### config.mk
export PLATFORM = sky130hd
export DESIGN_NAME = id_scan_ctrl
export DESIGN_NICKNAME = d
export VERILOG_FILES = /design/src/rtl/id_scan_pkg.sv /design/src/rtl/id_char_class.sv /design/src/rtl/id_scan_ctrl.sv
export SDC_FILE = /design/constraint.sdc
export NUM_CORES = 1
export LEC_CHECK = 0
export CORE_UTILIZATION = 38
export DETAILED_ROUTE_END_ITERATION = 8
export PLACE_DENSITY = 0.64
export RECOVER_POWER = 100
export SLEW_MARGIN = 5
export SYNTH_ARGS = -nofsm -noshare
export SYNTH_HDL_FRONTEND = slang
export SYNTH_SLANG_ARGS = --single-unit
### constraint.sdc
create_clock -name clk -period 2.95 [get_ports clk]
set_clock_uncertainty 0.2 [all_clocks]
set_input_delay 0.59 -clock clk [delete_from_list [all_inputs] [get_ports clk]]
set_output_delay 0.59 -clock clk [all_outputs]
set_load 0.01 [all_outputs]
### src/rtl/id_scan_pkg.sv
// Shared encodings for the identifier-recognition path: FSM states and character classes.
// Pure declarations; no logic, no latency.
package id_scan_pkg;

    typedef enum logic [1:0] {
        S_IDLE = 2'b00,
        S_ID   = 2'b01,
        S_SKIP = 2'b10
    } state_e;

    typedef enum logic [1:0] {
        CL_DELIM  = 2'b00,
        CL_LETTER = 2'b01,
        CL_DIGIT  = 2'b10
    } cls_e;

endpackage

### src/rtl/id_char_class.sv
// ASCII character classifier: letter, digit or delimiter.
// Purely combinational, zero latency, no flow control.
module id_char_class
    import id_scan_pkg::*;
(
    input  logic [7:0] chr,
    output cls_e       cls
);

    always_comb begin
        cls = CL_DELIM;
        if ((chr >= 8'h41 && chr <= 8'h5A) || (chr >= 8'h61 && chr <= 8'h7A)) begin
            cls = CL_LETTER;
        end else if (chr >= 8'h30 && chr <= 8'h39) begin
            cls = CL_DIGIT;
        end
    end

endmodule

### src/rtl/id_scan_ctrl.sv
// Identifier boundary tracker: emits one token record per letter-led alnum run, 1 cycle after the terminating char.
// Input stalls (in_ready=0) only while a record is held and the consumer is not taking it.
module id_scan_ctrl
    import id_scan_pkg::*;
#(
    parameter int IDX_W = 8,
    parameter int LEN_W = 5,
    parameter int CNT_W = 16
) (
    input  logic             clk,
    input  logic             reset,
    input  logic [7:0]       char,
    input  logic             in_valid,
    input  logic             in_eos,
    output logic             in_ready,
    output logic             tok_valid,
    input  logic             tok_ready,
    output logic [IDX_W-1:0] tok_start,
    output logic [LEN_W-1:0] tok_len,
    output logic             tok_digit_end,
    output logic             tok_ovf,
    output logic [CNT_W-1:0] tok_count,
    output logic             busy
);

    localparam logic [LEN_W-1:0] LEN_MAX = '1;

    state_e             state_q, state_d;
    logic [IDX_W-1:0]   pos_q, pos_d;
    logic [IDX_W-1:0]   cur_start_q, cur_start_d;
    logic [LEN_W-1:0]   cur_len_q, cur_len_d;
    logic               cur_dig_q, cur_dig_d;
    logic               cur_ovf_q, cur_ovf_d;
    logic               tok_valid_q, tok_valid_d;
    logic [IDX_W-1:0]   tok_start_q, tok_start_d;
    logic [LEN_W-1:0]   tok_len_q, tok_len_d;
    logic               tok_dig_q, tok_dig_d;
    logic               tok_ovf_q, tok_ovf_d;
    logic [CNT_W-1:0]   tok_count_q, tok_count_d;

    cls_e               cls;
    logic               accept;
    logic               emit_cur, emit_run;
    logic [IDX_W-1:0]   run_start;
    logic [LEN_W-1:0]   run_len;
    logic               run_dig, run_ovf;

    id_char_class u_class (
        .chr (char),
        .cls (cls)
    );

    assign in_ready = !tok_valid_q || tok_ready;
    assign accept   = in_valid && in_ready;

    always_comb begin
        // Run record as it would look with the current char included.
        run_dig = (cls == CL_DIGIT);
        if (state_q == S_ID) begin
            run_start = cur_start_q;
            run_ovf   = cur_ovf_q || (cur_len_q == LEN_MAX);
            run_len   = (cur_len_q == LEN_MAX) ? cur_len_q : cur_len_q + 1'b1;
        end else begin
            run_start = pos_q;
            run_ovf   = 1'b0;
            run_len   = LEN_W'(1);
        end

        state_d     = state_q;
        pos_d       = pos_q;
        cur_start_d = cur_start_q;
        cur_len_d   = cur_len_q;
        cur_dig_d   = cur_dig_q;
        cur_ovf_d   = cur_ovf_q;
        emit_cur    = 1'b0;
        emit_run    = 1'b0;

        if (accept) begin
            pos_d = in_eos ? '0 : pos_q + 1'b1;
        end

        case (state_q)
            S_IDLE: begin
                if (accept && cls == CL_LETTER) begin
                    if (in_eos) begin
                        emit_run = 1'b1;
                    end else begin
                        state_d = S_ID;
                    end
                end else if (accept && cls == CL_DIGIT && !in_eos) begin
                    state_d = S_SKIP;
                end
            end
            S_ID: begin
                if (accept) begin
                    if (cls == CL_DELIM) begin
                        emit_cur = 1'b1;
                        state_d  = S_IDLE;
                    end else if (in_eos) begin
                        emit_run = 1'b1;
                        state_d  = S_IDLE;
                    end
                end
            end
            S_SKIP: begin
                if (accept && (cls == CL_DELIM || in_eos)) begin
                    state_d = S_IDLE;
                end
            end
            default: state_d = S_IDLE;
        endcase

        if (accept && cls != CL_DELIM && state_d == S_ID) begin
            cur_start_d = run_start;
            cur_len_d   = run_len;
            cur_dig_d   = run_dig;
            cur_ovf_d   = run_ovf;
        end

        tok_valid_d = tok_valid_q;
        tok_start_d = tok_start_q;
        tok_len_d   = tok_len_q;
        tok_dig_d   = tok_dig_q;
        tok_ovf_d   = tok_ovf_q;
        tok_count_d = tok_count_q;
        // A new emit wins over the consumer draining the held record.
        if (emit_cur || emit_run) begin
            tok_valid_d = 1'b1;
            tok_start_d = emit_run ? run_start : cur_start_q;
            tok_len_d   = emit_run ? run_len   : cur_len_q;
            tok_dig_d   = emit_run ? run_dig   : cur_dig_q;
            tok_ovf_d   = emit_run ? run_ovf   : cur_ovf_q;
            tok_count_d = tok_count_q + 1'b1;
        end else if (tok_valid_q && tok_ready) begin
            tok_valid_d = 1'b0;
        end
    end

    always_ff @(posedge clk) begin
        if (reset) begin
            state_q     <= S_IDLE;
            pos_q       <= '0;
            cur_start_q <= '0;
            cur_len_q   <= '0;
            cur_dig_q   <= 1'b0;
            cur_ovf_q   <= 1'b0;
            tok_valid_q <= 1'b0;
            tok_start_q <= '0;
            tok_len_q   <= '0;
            tok_dig_q   <= 1'b0;
            tok_ovf_q   <= 1'b0;
            tok_count_q <= '0;
        end else begin
            state_q     <= state_d;
            pos_q       <= pos_d;
            cur_start_q <= cur_start_d;
            cur_len_q   <= cur_len_d;
            cur_dig_q   <= cur_dig_d;
            cur_ovf_q   <= cur_ovf_d;
            tok_valid_q <= tok_valid_d;
            tok_start_q <= tok_start_d;
            tok_len_q   <= tok_len_d;
            tok_dig_q   <= tok_dig_d;
            tok_ovf_q   <= tok_ovf_d;
            tok_count_q <= tok_count_d;
        end
    end

    assign tok_valid     = tok_valid_q;
    assign tok_start     = tok_start_q;
    assign tok_len       = tok_len_q;
    assign tok_digit_end = tok_dig_q;
    assign tok_ovf       = tok_ovf_q;
    assign tok_count     = tok_count_q;
    assign busy          = (state_q != S_IDLE);

endmodule

== Word level (Yosys, flattened, before mapping) ==
Cells that the tools add are included.

* Add/sub/neg operators: 3
* $lt $le $gt $ge: 6
* Equality and inequality tests: 6
* Mux-type cells: 29
* Reduce and logical (&&, ||, !) cells: 23

{| class="wikitable"
|+ Operator list
! kind !! number
|-
| $mux 8 || 3
|-
| $mux 2 || 9
|-
| $add 16x1->16 const B || 1
|-
| $ge 8x7->1 const B || 2
|-
| $le 8x7->1 const B || 2
|-
| $mux 5 || 3
|-
| $mux 1 || 12
|-
| $logic_and 1x1->1 || 11
|-
| $add 8x1->8 const B || 1
|-
| $ge 8x6->1 const B || 1
|-
| $le 8x6->1 const B || 1
|-
| $eq 2x1->1 const B || 3
|-
| $pmux 2 s3 || 1
|-
| $reduce_bool 2->1 || 3
|-
| $add 5x1->5 const B || 1
|-
| $eq 5x5->1 const B || 1
|-
| $logic_or 1x1->1 || 5
|-
| $eq 2x2->1 const B || 2
|-
| $logic_not 2->1 || 2
|-
| $logic_not 1->1 || 2
|-
| $pmux 1 s2 || 1
|}

* Bits in registers: 57
* Bits of input ports: 13
* Logic and storage cells: 79

== Logic depth before layout (Yosys ltp) ==
Gate-level depths: netlist of run 1.

* Word-level depth: 12
* Gate-level depth with buffers: 8
* Depth with buffers taken out: 6

== Modules after synthesis ==
From an unflattened synthesis of run 1, not the netlist that was laid out.

* Cells, all modules: 327
* Area, all modules: 2,869.0 um^2

{| class="wikitable"
|+ Modules (own cells, without submodules)
! module !! instances !! cells an instance !! area an instance (um^2)
|-
| id_scan_ctrl || 1 || 319 || 2,821.5
|-
| id_char_class || 1 || 8 || 47.5
|}

== Worst setup path before layout of run 1 ==
Ideal clock, no wire load.

* Kind: in2reg
* Start point: input port char[2]
* End point: register tok_count_q[14] (netlist: tok_count[14])
* Arrival time: 2.110 ns
* Required time: 2.680 ns
* Slack: 0.570 ns
* Stages: 6
* Path buffers: 1
* Cells stage by stage: or2_4 -> o41a_1 -> a21o_1 -> buf_6 -> or4_1 -> a21oi_1

* Longest elaborated chain between the ends: 9

{| class="wikitable"
|+ RTL lines
! what !! line !! RTL
|-
| start: declaration || id_scan_ctrl.sv:12 || <nowiki>input logic [7:0] char,</nowiki>
|-
| $ge 8x6->1 (tied with other cells) || id_char_class.sv:14 || <nowiki>end else if (chr >= 8'h30 && chr <= 8'h39) begin</nowiki>
|-
| $logic_and 1x1->1, on equally long branches || id_char_class.sv:14, id_char_class.sv:12 ||
|-
| $mux 2 / $logic_or 1x1->1 (equally long branches) || id_char_class.sv:14, id_char_class.sv:12 ||
|-
| $mux 2 * || id_char_class.sv:12 || <nowiki>if ((chr >= 8'h41 && chr <= 8'h5A) || (chr >= 8'h61 && chr <= 8'h7A)) begin</nowiki>
|-
| $logic_not 2->1 / $eq 2x1->1 (equally long branches) || id_scan_ctrl.sv:96, id_scan_ctrl.sv:84 ||
|-
| $mux 1 / $logic_and 1x1->1 (equally long branches) || id_scan_ctrl.sv:96, id_scan_ctrl.sv:84 ||
|-
| $mux 1, on equally long branches || id_scan_ctrl.sv:95, id_scan_ctrl.sv:84 ||
|-
| $pmux 1 s2 / $mux 1 (equally long branches) || id_scan_ctrl.sv:82 || <nowiki>case (state_q)</nowiki>
|-
| $logic_or 1x1->1 * || id_scan_ctrl.sv:127 || <nowiki>if (emit_cur || emit_run) begin</nowiki>
|-
| end signal: assignment || id_scan_ctrl.sv:165 || <nowiki>tok_count_q <= tok_count_d;</nowiki>
|-
| end: declaration || id_scan_ctrl.sv:39 || <nowiki>logic [CNT_W-1:0] tok_count_q, tok_count_d;</nowiki>
|}

Every way passes the cells marked *; elsewhere a longest branch is shown, timed or not.
A chain may end at the register's enable or synchronous reset.

== Worst setup path after layout of run 1 ==
* Start point: input port tok_ready
* End point: output port in_ready

* Longest elaborated chain between the ends: 1

{| class="wikitable"
|+ RTL lines
! what !! line !! RTL
|-
| start: declaration || id_scan_ctrl.sv:17 || <nowiki>input logic tok_ready,</nowiki>
|-
| $logic_or 1x1->1 || id_scan_ctrl.sv:53 || <nowiki>assign in_ready = !tok_valid_q || tok_ready;</nowiki>
|-
| end: declaration || id_scan_ctrl.sv:15 || <nowiki>output logic in_ready,</nowiki>
|}

Every way passes these cells.

==> results of run 1 <==
flip-flops by register name, summed over array words and instances, names as in the netlist:
| name | cells |
|---|---|
| cur_len_q | 5 |
| tok_start | 8 |
| cur_dig_q | 1 |
| tok_count | 16 |
| pos_q | 8 |
| tok_len | 5 |
| tok_digit_end | 1 |
| cur_start_q | 8 |
| cur_ovf_q | 1 |
| state_q | 2 |
| tok_ovf | 1 |
| tok_valid | 1 |
per-stage QoR:
step / std cells / util (%) / instance area, um^2 / setup WS [ns]
floorplan: 317 / - / 2830 / 0.570
finish: 479 / 51.0 / 3680 / 0.209
CTS: 479 / 51.5 / 3720 / 0.210
detailed placement: 463 / 48.5 / 3500 / 0.00116
global placement: 463 / 48.5 / 3500 / 0.0324
global route: 479 / 51.0 / 3680 / 0.0657
power groups by stage:
| stage | Clock [mW] | Sequential [mW] | Combinational (mW) |
|---|---|---|---|
| CTS | 0.832 | 0.787 | 0.160 |
| global placement | 0 | 0.804 | 0.157 |
| global route | 0.869 | 0.788 | 0.167 |
| detailed placement | 0 | 0.804 | 0.159 |
| floorplan | 0 | 0.805 | 0.0810 |
| finish | 0.824 | 0.786 | 0.152 |
per-layer routing:
layer,GRT usage (%),up-vias
li1,-,1335
met1,27.8,1280
met2,30.8,62
met3,3.92,10
met4,7.92,0
met5,0,-
cell usage in the layout, fill, tap and decap left out, types with 8 or more instances in the layout:
cell             instances
nor2_1                  21
buf_4                   15
o21ai_0                  9
o31ai_1                 17
nor3_1                  10
dfxtp_1                 57
nand4_1                  8
dlygate4sd3_1           35
nand3_1                 13
and4_1                  12
nand2_1                 20
clkdlybuf4s50_1         11
and3_1                   8
a221o_1                  8
or4_1                   13
clkbuf_8                10
a21oi_1                 32
mux2i_1                 12
area by class of cell:
class	count	area, um^2	area share [%]
Sequential cell	57	1140	31.0
Multi-Input combinational cell	234	1550	42.2
Timing Repair Buffer	66	617	16.8
Tap cell	99	124	3.37
Inverter	7	26.3	0.714
Clock buffer	11	141	3.84
Clock inverter	5	78.8	2.14
worst paths after layout:
| kind | end | slack, ns | cells after the start |
|---|---|---|---|
| max | in_ready | 0.21 | 4 |
| min | tok_len[0] | 0.27 | 2 |
| max reg2reg | tok_count[5] | 0.56 | 6 |
| min reg2reg | tok_len[0] | 0.27 | 2 |
worst max-delay path: cells and delay by family:
family	cells	cell delay (ns)
buf+inv	3	1.08
simple gates	1	0.29
logic make-up after synthesis:
kind of cell               share of synthesized area (%)
AOI/OAI and AO/OA                                   23.4
xor gates and xnor gates                            2.48
adders and majority gates                           1.33
buffers and inverters                               4.42
DFF                                                 40.3
muxes                                               4.64
and+or+nand+nor                                     23.4
==> impl_metrics.json, run 1 <==
{
  "status": "finished, final reports clean",
  "vias": 2687,
  "tns_ns": 0,
  "fillers": 721,
  "die_h_um": 88.3,
  "syn_nets": 333,
  "p_int_mw": 1.34,
  "clk_pin_slew_worst_paths_ns": 0.06,
  "crit_start": "tok_ready",
  "nNetsFinal": 391,
  "start_util_pct": 39.2,
  "cts_tree": "yes",
  "slowest_delay_ns": 0.51,
  "finalHoldViolCount": 0,
  "overflow": 0,
  "h-tree-depth": 3,
  "powerDensity_mw_per_mm2": 479,
  "min_path_type": "flip-flop to flip-flop",
  "pwr-share-clk_pct": 46.7,
  "port_buffers": 46,
  "syn_avg_cell_area_um2": 8.92,
  "cts_buffers": 9,
  "path_cells": "clkdlybuf4s50_1 > nor2b_1 > inv_1 > clkdlybuf4s50_1",
  "grt_usage_pct": 20.1,
  "setup_violations": 0,
  "drtIter0Drc": 185,
  "cp_max_fo": 5,
  "routed_via_density": 5.61,
  "root_buffer": "clkbuf_8",
  "ys_top_cells_by_count": "dfxtp_1 (57), a21oi_1 (32), nor2_1 (21)",
  "rows": 31,
  "rsz0062_at_grt": "false",
  "ant_nets": 0,
  "drt-pass1-iter-count": 4,
  "yosysSeqAreaShare_pct": 40.3,
  "synth_ff_type": "dfxtp_1",
  "ys_top_cells_by_area": "dfxtp_1 (40%), a21oi_1 (5.7%), o31ai_1 (4.5%), mux2i_1 (4.2%), and4_1 (3.7%)",
  "synth.most_common_cell": "dfxtp_1",
  "cts_max_path_buffers": 2,
  "worstSetupEndpointType": "output pin",
  "topRoutingLayerUsed": "met4",
  "die_w_um": 88.3,
  "seqPwrFrac_pct": 44.6,
  "cp_data_required_time_ns": 2.16,
  "leakagePower_nw": 1.41,
  "slew_viol_final": 0,
  "r2r_start": "state_q[1]",
  "cts_resized": 0,
  "grt_pass1_wl_um": 12000,
  "ys_warn_count": 0,
  "worst_pin_slew_ns": 0.693,
  "drc": 0,
  "io_pins": 47,
  "crit_slowest_cell": "clkdlybuf4s50_1",
  "wl_per_cell_um": 15.0,
  "core_mm2": 0.00721,
  "crit_path_start_kind": "primary input",
  "post_cts_buffers": 0,
  "wl_met2_um": 3310,
  "place_congestion": 0.847,
  "hpwlAfterDp_um": 5010,
  "p_comb_share_pct": 8.6,
  "hold_buffers": 0,
  "area.growth.synth_to_final_pct": 30.1,
  "synth_area_mm2": 0.00283,
  "synth_top_cell_by_area": "dfxtp_1",
  "ys_types": 51,
  "period_share_pct": 92.9,
  "switching_share_pct": 23.9,
  "cap_violations": 0,
  "numClockSinks": 57,
  "p_sw_uw": 421,
  "p_total_mw": 1.76,
  "arrival_ns": 1.95,
  "antenna_found_initial": 0,
  "whs_ns": 0.268,
  "vdd_drop_max_mv": 0.208,
  "num_antenna_cells": 0,
  "drive_gt1_share_pct": 11.6,
  "period_minus_slack_ns": 2.74,
  "route.met3.wl_um": 317,
  "met1_length_um": 3440,
  "fmax_mhz": 365,
  "totalWireLength_um": 7180,
  "synth_cells": 317,
  "clk_latency_ns": 0.34,
  "synthArstFlopShare_pct": 0,
  "die-area_mm2": 0.00779,
  "slew_headroom_pct": 53.3,
  "grt_max_degree": 31,
  "grt_pass1_vias": 2422,
  "ys_ff_latch": 57,
  "holdCritStartpoint": "tok_len[0]",
  "synth_top_area_share_pct": 40.3,
  "cpMostUsedCell": "clkdlybuf4s50_1",
  "synth_edf_count": 0,
  "criticalPathCategory": "primary input to output pin"
}
Note: power is estimated with default switching activity, not from simulation.
==> run 2, diff against run 1 <==
--- a/config.mk
+++ b/config.mk
@@ -5,9 +5,12 @@
 export SDC_FILE = /design/constraint.sdc
 export NUM_CORES = 1
 export LEC_CHECK = 0
+export CELL_PAD_IN_SITES_DETAIL_PLACEMENT = 1
+export CELL_PAD_IN_SITES_GLOBAL_PLACEMENT = 1
+export CORE_MARGIN = 1.5
 export CORE_UTILIZATION = 38
 export DETAILED_ROUTE_END_ITERATION = 8
-export PLACE_DENSITY = 0.64
+export PLACE_DENSITY = 0.8
 export RECOVER_POWER = 100
 export SLEW_MARGIN = 5
 export SYNTH_ARGS = -nofsm -noshare
==> run 2 against run 1 <==
  * Combinational power up 5%
  * Non-clock buffer count down 1
  * Critical path depth unchanged
  * Highest routed layer unchanged
  * Largest power group is now registers
  * Die area up 2.3%
  * Setup slack better by 0.0084 ns
  * Fmax up 0.31%
  * First-iteration DRC count down 28%
  * Sequential share of layout area down 0.095 points
  * Largest cell class unchanged
  * Clock power down 6.4%
  * Worst hold slack better by 0.020 ns
  * Routed wire length up 15%
  * Flip-flop and latch count unchanged
==> impl_metrics.json, run 2 (synthesis gave the netlist of run 1 again) <==
{
  "drc": 0,
  "routed_via_density": 5.70,
  "status": "finished, final reports clean",
  "p_total_mw": 1.72,
  "area.growth.synth_to_final_pct": 30.5,
  "criticalPathCategory": "primary input to output pin",
  "leakagePower_nw": 1.40,
  "multiInputGateArea_mm2": 0.00156,
  "antenna_found_initial": 0,
  "period_minus_slack_ns": 2.73,
  "die_h_um": 89.3,
  "period_share_pct": 92.6,
  "pre_cts_slack_ns": -0.0390,
  "mostFrequentLayoutCells": "dfxtp_1 (57), dlygate4sd3_1 (35), a21oi_1 (32)",
  "root_buffer": "clkbuf_8",
  "slew_viol_final": 0,
  "cts_resized": 0,
  "cts_max_path_buffers": 2,
  "grt_usage_pct": 23.0,
  "numClockSinks": 57,
  "cts_buffers": 9,
  "start_util_pct": 39.2,
  "cts_tree": "yes",
  "clk_pin_slew_worst_paths_ns": 0.07,
  "port_buffers": 46,
  "clk_latency_ns": 0.35,
  "nNetsFinal": 390,
  "vias": 2724,
  "drt-pass1-iter-count": 4,
  "rows": 31,
  "setup_ws_ns": 0.218,
  "place_inst": 462,
  "fillers": 859,
  "worst_pin_slew_ns": 0.579,
  "die-area_mm2": 0.00797,
  "ant_nets": 0,
  "crit_path_start_kind": "primary input",
  "finalNonFillerCells": 478,
  "wl_per_cell_um": 17.3,
  "finalHoldViolCount": 0,
  "hpwlAfterDp_um": 5740,
  "grt_pass1_vias": 2789,
  "num_antenna_cells": 0,
  "min_path_type": "flip-flop to flip-flop",
  "vdd_drop_max_mv": 0.197,
  "die_w_um": 89.3,
  "post_cts_buffers": 0,
  "place_congestion": 0.841,
  "final_common_cell": "dfxtp_1",
  "arrival_ns": 1.94,
  "worstSetupEndpointType": "output pin",
  "slew_headroom_pct": 61.4,
  "totalWireLength_um": 8270,
  "cp_max_fo": 5,
  "hold_buffers": 0,
  "seqCellArea_mm2": 0.00114,
  "grt_pass1_wl_um": 14000,
  "drtIter0Drc": 134,
  "drive_gt1_share_pct": 11.6,
  "io_pins": 47,
  "fmax_mhz": 366,
  "setup_violations": 0,
  "h-tree-depth": 3,
  "cp_data_required_time_ns": 2.16,
  "largest_register_ffs": 16,
  "cap_violations": 0,
  "rsz0062_at_grt": "false",
  "core_mm2": 0.00721,
  "grt_max_degree": 41,
  "powerDensity_mw_per_mm2": 465,
  "overflow": 0
}
[run 2: changes by cell type in the layout (fill, tap and decap cells not counted), sizes merged]
cell	change
buf	+1
bufinv	-1
inv	+1
clkinvlp	+3
clkinv	-2
clkbuf	-3
[run 2: path summary, 6_finish.rpt]
check / endpoint / slack, ns / cells past startpoint / start
max: in_ready / 0.22 / 4 / tok_ready
min: cur_start_q[5] / 0.29 / 2 / cur_start_q[5]
max reg2reg: tok_count[12] / 0.58 / 6 / state_q[1]
min reg2reg: cur_start_q[5] / 0.29 / 2 / cur_start_q[5]
[run 2: metal layers]
layer	up-vias	wire, um	part of all wire (%)	track usage [%]
met5	-	0	0	0
met3	12	269	3.3	4.52
li1	1336	-	-	-
met4	0	108	1.3	6.29
met1	1328	3860	47	30.4
met2	48	4030	49	38.3
[run 2: final cells by class]
cell class | instances | area share (%)
clock buffer | 10 | 3.73
clock inverter | 6 | 1.80
inverter | 7 | 0.712
multi-input combinational | 234 | 42.3
sequential | 57 | 30.9
tap | 99 | 3.36
timing repair buffer | 65 | 17.2
[run 2: power by group]
part           switching [mW]  internal [mW]
Combinational          0.0927         0.0676
Clock                   0.357          0.414
Sequential            0.00817          0.778
Total                   0.458           1.26
[run 2: critical path, stage by stage]
cell and delay [ns]:
clkdlybuf4s50_1 0.39, nor2b_1 0.27, inv_1 0.16, clkdlybuf4s50_1 0.52
[run 2: stage by stage]
stage	TNS [ns]	instance area [um^2]	util [%]	hold slack, ns
6_report	0	3690	51.2	0.288
5_1_grt	0	3690	51.2	0.327
4_1_cts	0	3700	51.4	0.294
3_5_place_dp	-0.247	3500	48.5	0.276
3_3_place_gp	0	3500	48.5	0.265
2_1_floorplan	0	2830	-	0.248
==> run 3, diff against run 2 <==
--- a/config.mk
+++ b/config.mk
@@ -7,9 +7,11 @@
 export LEC_CHECK = 0
 export CELL_PAD_IN_SITES_DETAIL_PLACEMENT = 1
 export CELL_PAD_IN_SITES_GLOBAL_PLACEMENT = 1
+export CORE_ASPECT_RATIO = 0.9
 export CORE_MARGIN = 1.5
 export CORE_UTILIZATION = 38
 export DETAILED_ROUTE_END_ITERATION = 8
+export HOLD_SLACK_MARGIN = 0.15
 export PLACE_DENSITY = 0.8
 export RECOVER_POWER = 100
 export SLEW_MARGIN = 5
==> run 3 against run 2 <==
  * Register-to-register slack worse by 0.03 ns
  * Final area rose by 1.2%
  * Die area about the same
  * Clock power increased by 10%
  * Worst hold slack worse by 0.019 ns
  * Setup slack lost 0.026 ns
  * Critical path type is now primary input to flip-flop
  * Final cell count increased by 0.21%
  * Global-route usage fell by 0.10 points
  * Non-clock buffer count increased by 7
  * Critical path depth increased by 4
==> impl_metrics.json, run 3 (synthesis gave the netlist of run 1 again) <==
{
  "status": "finished, final reports clean",
  "fillers": 848,
  "slew_headroom_pct": 64.4,
  "min_path_cells": 2,
  "cp_max_fo": 21,
  "fmax_mhz": 363,
  "antenna_found_initial": 0,
  "multiInputGateArea_mm2": 0.00157,
  "cts_tree": "yes",
  "powerDensity_mw_per_mm2": 482,
  "clk_latency_ns": 0.34,
  "pre_cts_slack_ns": -0.0130,
  "arrival_ns": 2.83,
  "hpwlAfterDp_um": 5920,
  "drc": 0,
  "slew_viol_final": 0,
  "ant_nets": 0,
  "die_h_um": 84.9,
  "vias": 2777,
  "grt_max_degree": 31,
  "rows": 29,
  "p_sw_uw": 433,
  "finalHoldViolCount": 0,
  "grt_pass1_vias": 2870,
  "grt_usage_pct": 22.9,
  "p_comb_share_pct": 9.1,
  "crit_path_start_kind": "primary input",
  "routed_via_density": 5.80,
  "overflow": 0,
  "seqCellArea_mm2": 0.00114,
  "drive_gt1_share_pct": 12.4,
  "root_buffer": "clkbuf_8",
  "rsz0062_at_grt": "false",
  "wl_per_cell_um": 17.6,
  "nNetsFinal": 397,
  "area.growth.synth_to_final_pct": 32.0,
  "drtIter0Drc": 130,
  "start_util_pct": 39.8,
  "num_antenna_cells": 0,
  "totalWireLength_um": 8430,
  "drt-pass1-iter-count": 4,
  "setup_ws_ns": 0.192,
  "min_path_type": "flip-flop to flip-flop",
  "pwr-share-clk_pct": 47.2,
  "largest_register_ffs": 16,
  "numClockSinks": 57,
  "io_pins": 47,
  "place_congestion": 0.799,
  "clk_pin_slew_worst_paths_ns": 0.07,
  "worstSetupEndpointType": "flip-flop",
  "period_minus_slack_ns": 2.76,
  "port_buffers": 46,
  "criticalPathCategory": "primary input to flip-flop",
  "setup_violations": 0,
  "p_int_mw": 1.37,
  "mostFrequentLayoutCells": "dfxtp_1 (57), dlygate4sd3_1 (35), a21oi_1 (32)",
  "grt_pass1_wl_um": 14200,
  "final_common_cell": "dfxtp_1",
  "cp_data_required_time_ns": 3.02,
  "cts_max_path_buffers": 2,
  "cts_buffers": 9,
  "reg2regPathDepth": 7,
  "die_w_um": 94.0,
  "period_share_pct": 93.5,
  "hold_buffers": 0,
  "die-area_mm2": 0.00797,
  "core_mm2": 0.00711,
  "h-tree-depth": 3,
  "tns_ns": 0,
  "leakagePower_nw": 1.44,
  "vdd_drop_max_mv": 0.275,
  "switching_share_pct": 24.1,
  "fin_util_pct": 52.5,
  "cap_violations": 0,
  "seqPwrFrac_pct": 43.8,
  "worst_pin_slew_ns": 0.534
}
==> run 3: worst max-delay path, cell delays in order <==
cell and delay (ns):
dlygate4sd3_1 0.53, nor2b_1 0.26, o41ai_4 0.14, clkbuf_1 0.21, o21a_1 0.28, buf_12 0.17
or4_1 0.48, a21oi_1 0.17
==> run 3: stage by stage <==
| step | instance area (um^2) | hold slack, ns | cells | power (mW) |
|---|---|---|---|---|
| floorplan | 2830 | 0.248 | 317 | 0.886 |
| global placement | 3530 | 0.257 | 463 | 0.967 |
| detailed placement | 3530 | 0.265 | 463 | 0.973 |
| CTS | 3760 | 0.282 | 479 | 1.83 |
| global route | 3730 | 0.300 | 479 | 1.87 |
| finish | 3730 | 0.269 | 479 | 1.80 |
==> run 3: layout make-up <==
class	count	share of cell area, %
well taps	93	3.12
clock inverters	5	2.08
clock buffers	11	4.05
repair buffers	72	17.6
multi-input cells	234	41.9
inverters	7	0.704
flip-flops and latches	57	30.6
==> run 3: routing by layer <==
| layer | track usage, % | vias to the layer above | wire (um) |
|---|---|---|---|
| met2 | 37.4 | 72 | 4120 |
| met5 | 0 | - | 0 |
| met4 | 7.73 | 0 | 138 |
| met1 | 29.3 | 1344 | 3760 |
| li1 | - | 1349 | - |
| met3 | 5.91 | 12 | 411 |
==> run 3: power by group through the flow <==
stage | clock network, mW | logic [mW] | registers [mW]
5_1_grt | 0.901 | 0.176 | 0.789
3_3_place_gp | 0 | 0.162 | 0.804
6_report | 0.848 | 0.163 | 0.788
4_1_cts | 0.868 | 0.170 | 0.788
3_5_place_dp | 0 | 0.168 | 0.805
2_1_floorplan | 0 | 0.0810 | 0.805
==> run 3: final timing paths <==
path / start / end / slack [ns]
worst max-delay path: char[6] / tok_count[4] / 0.19
worst min-delay path: tok_len[0] / tok_len[0] / 0.27
worst max register to register: tok_valid / tok_start[4] / 0.55
worst min register to register: tok_len[0] / tok_len[0] / 0.27
==> run 3: timing repair <==
| item | in CTS | in global routing |
|---|---|---|
| gates resized for setup | 0 | 1 |
| setup endpoints to repair | 0 | 1 |
| buffers inserted | 0 | 0 |
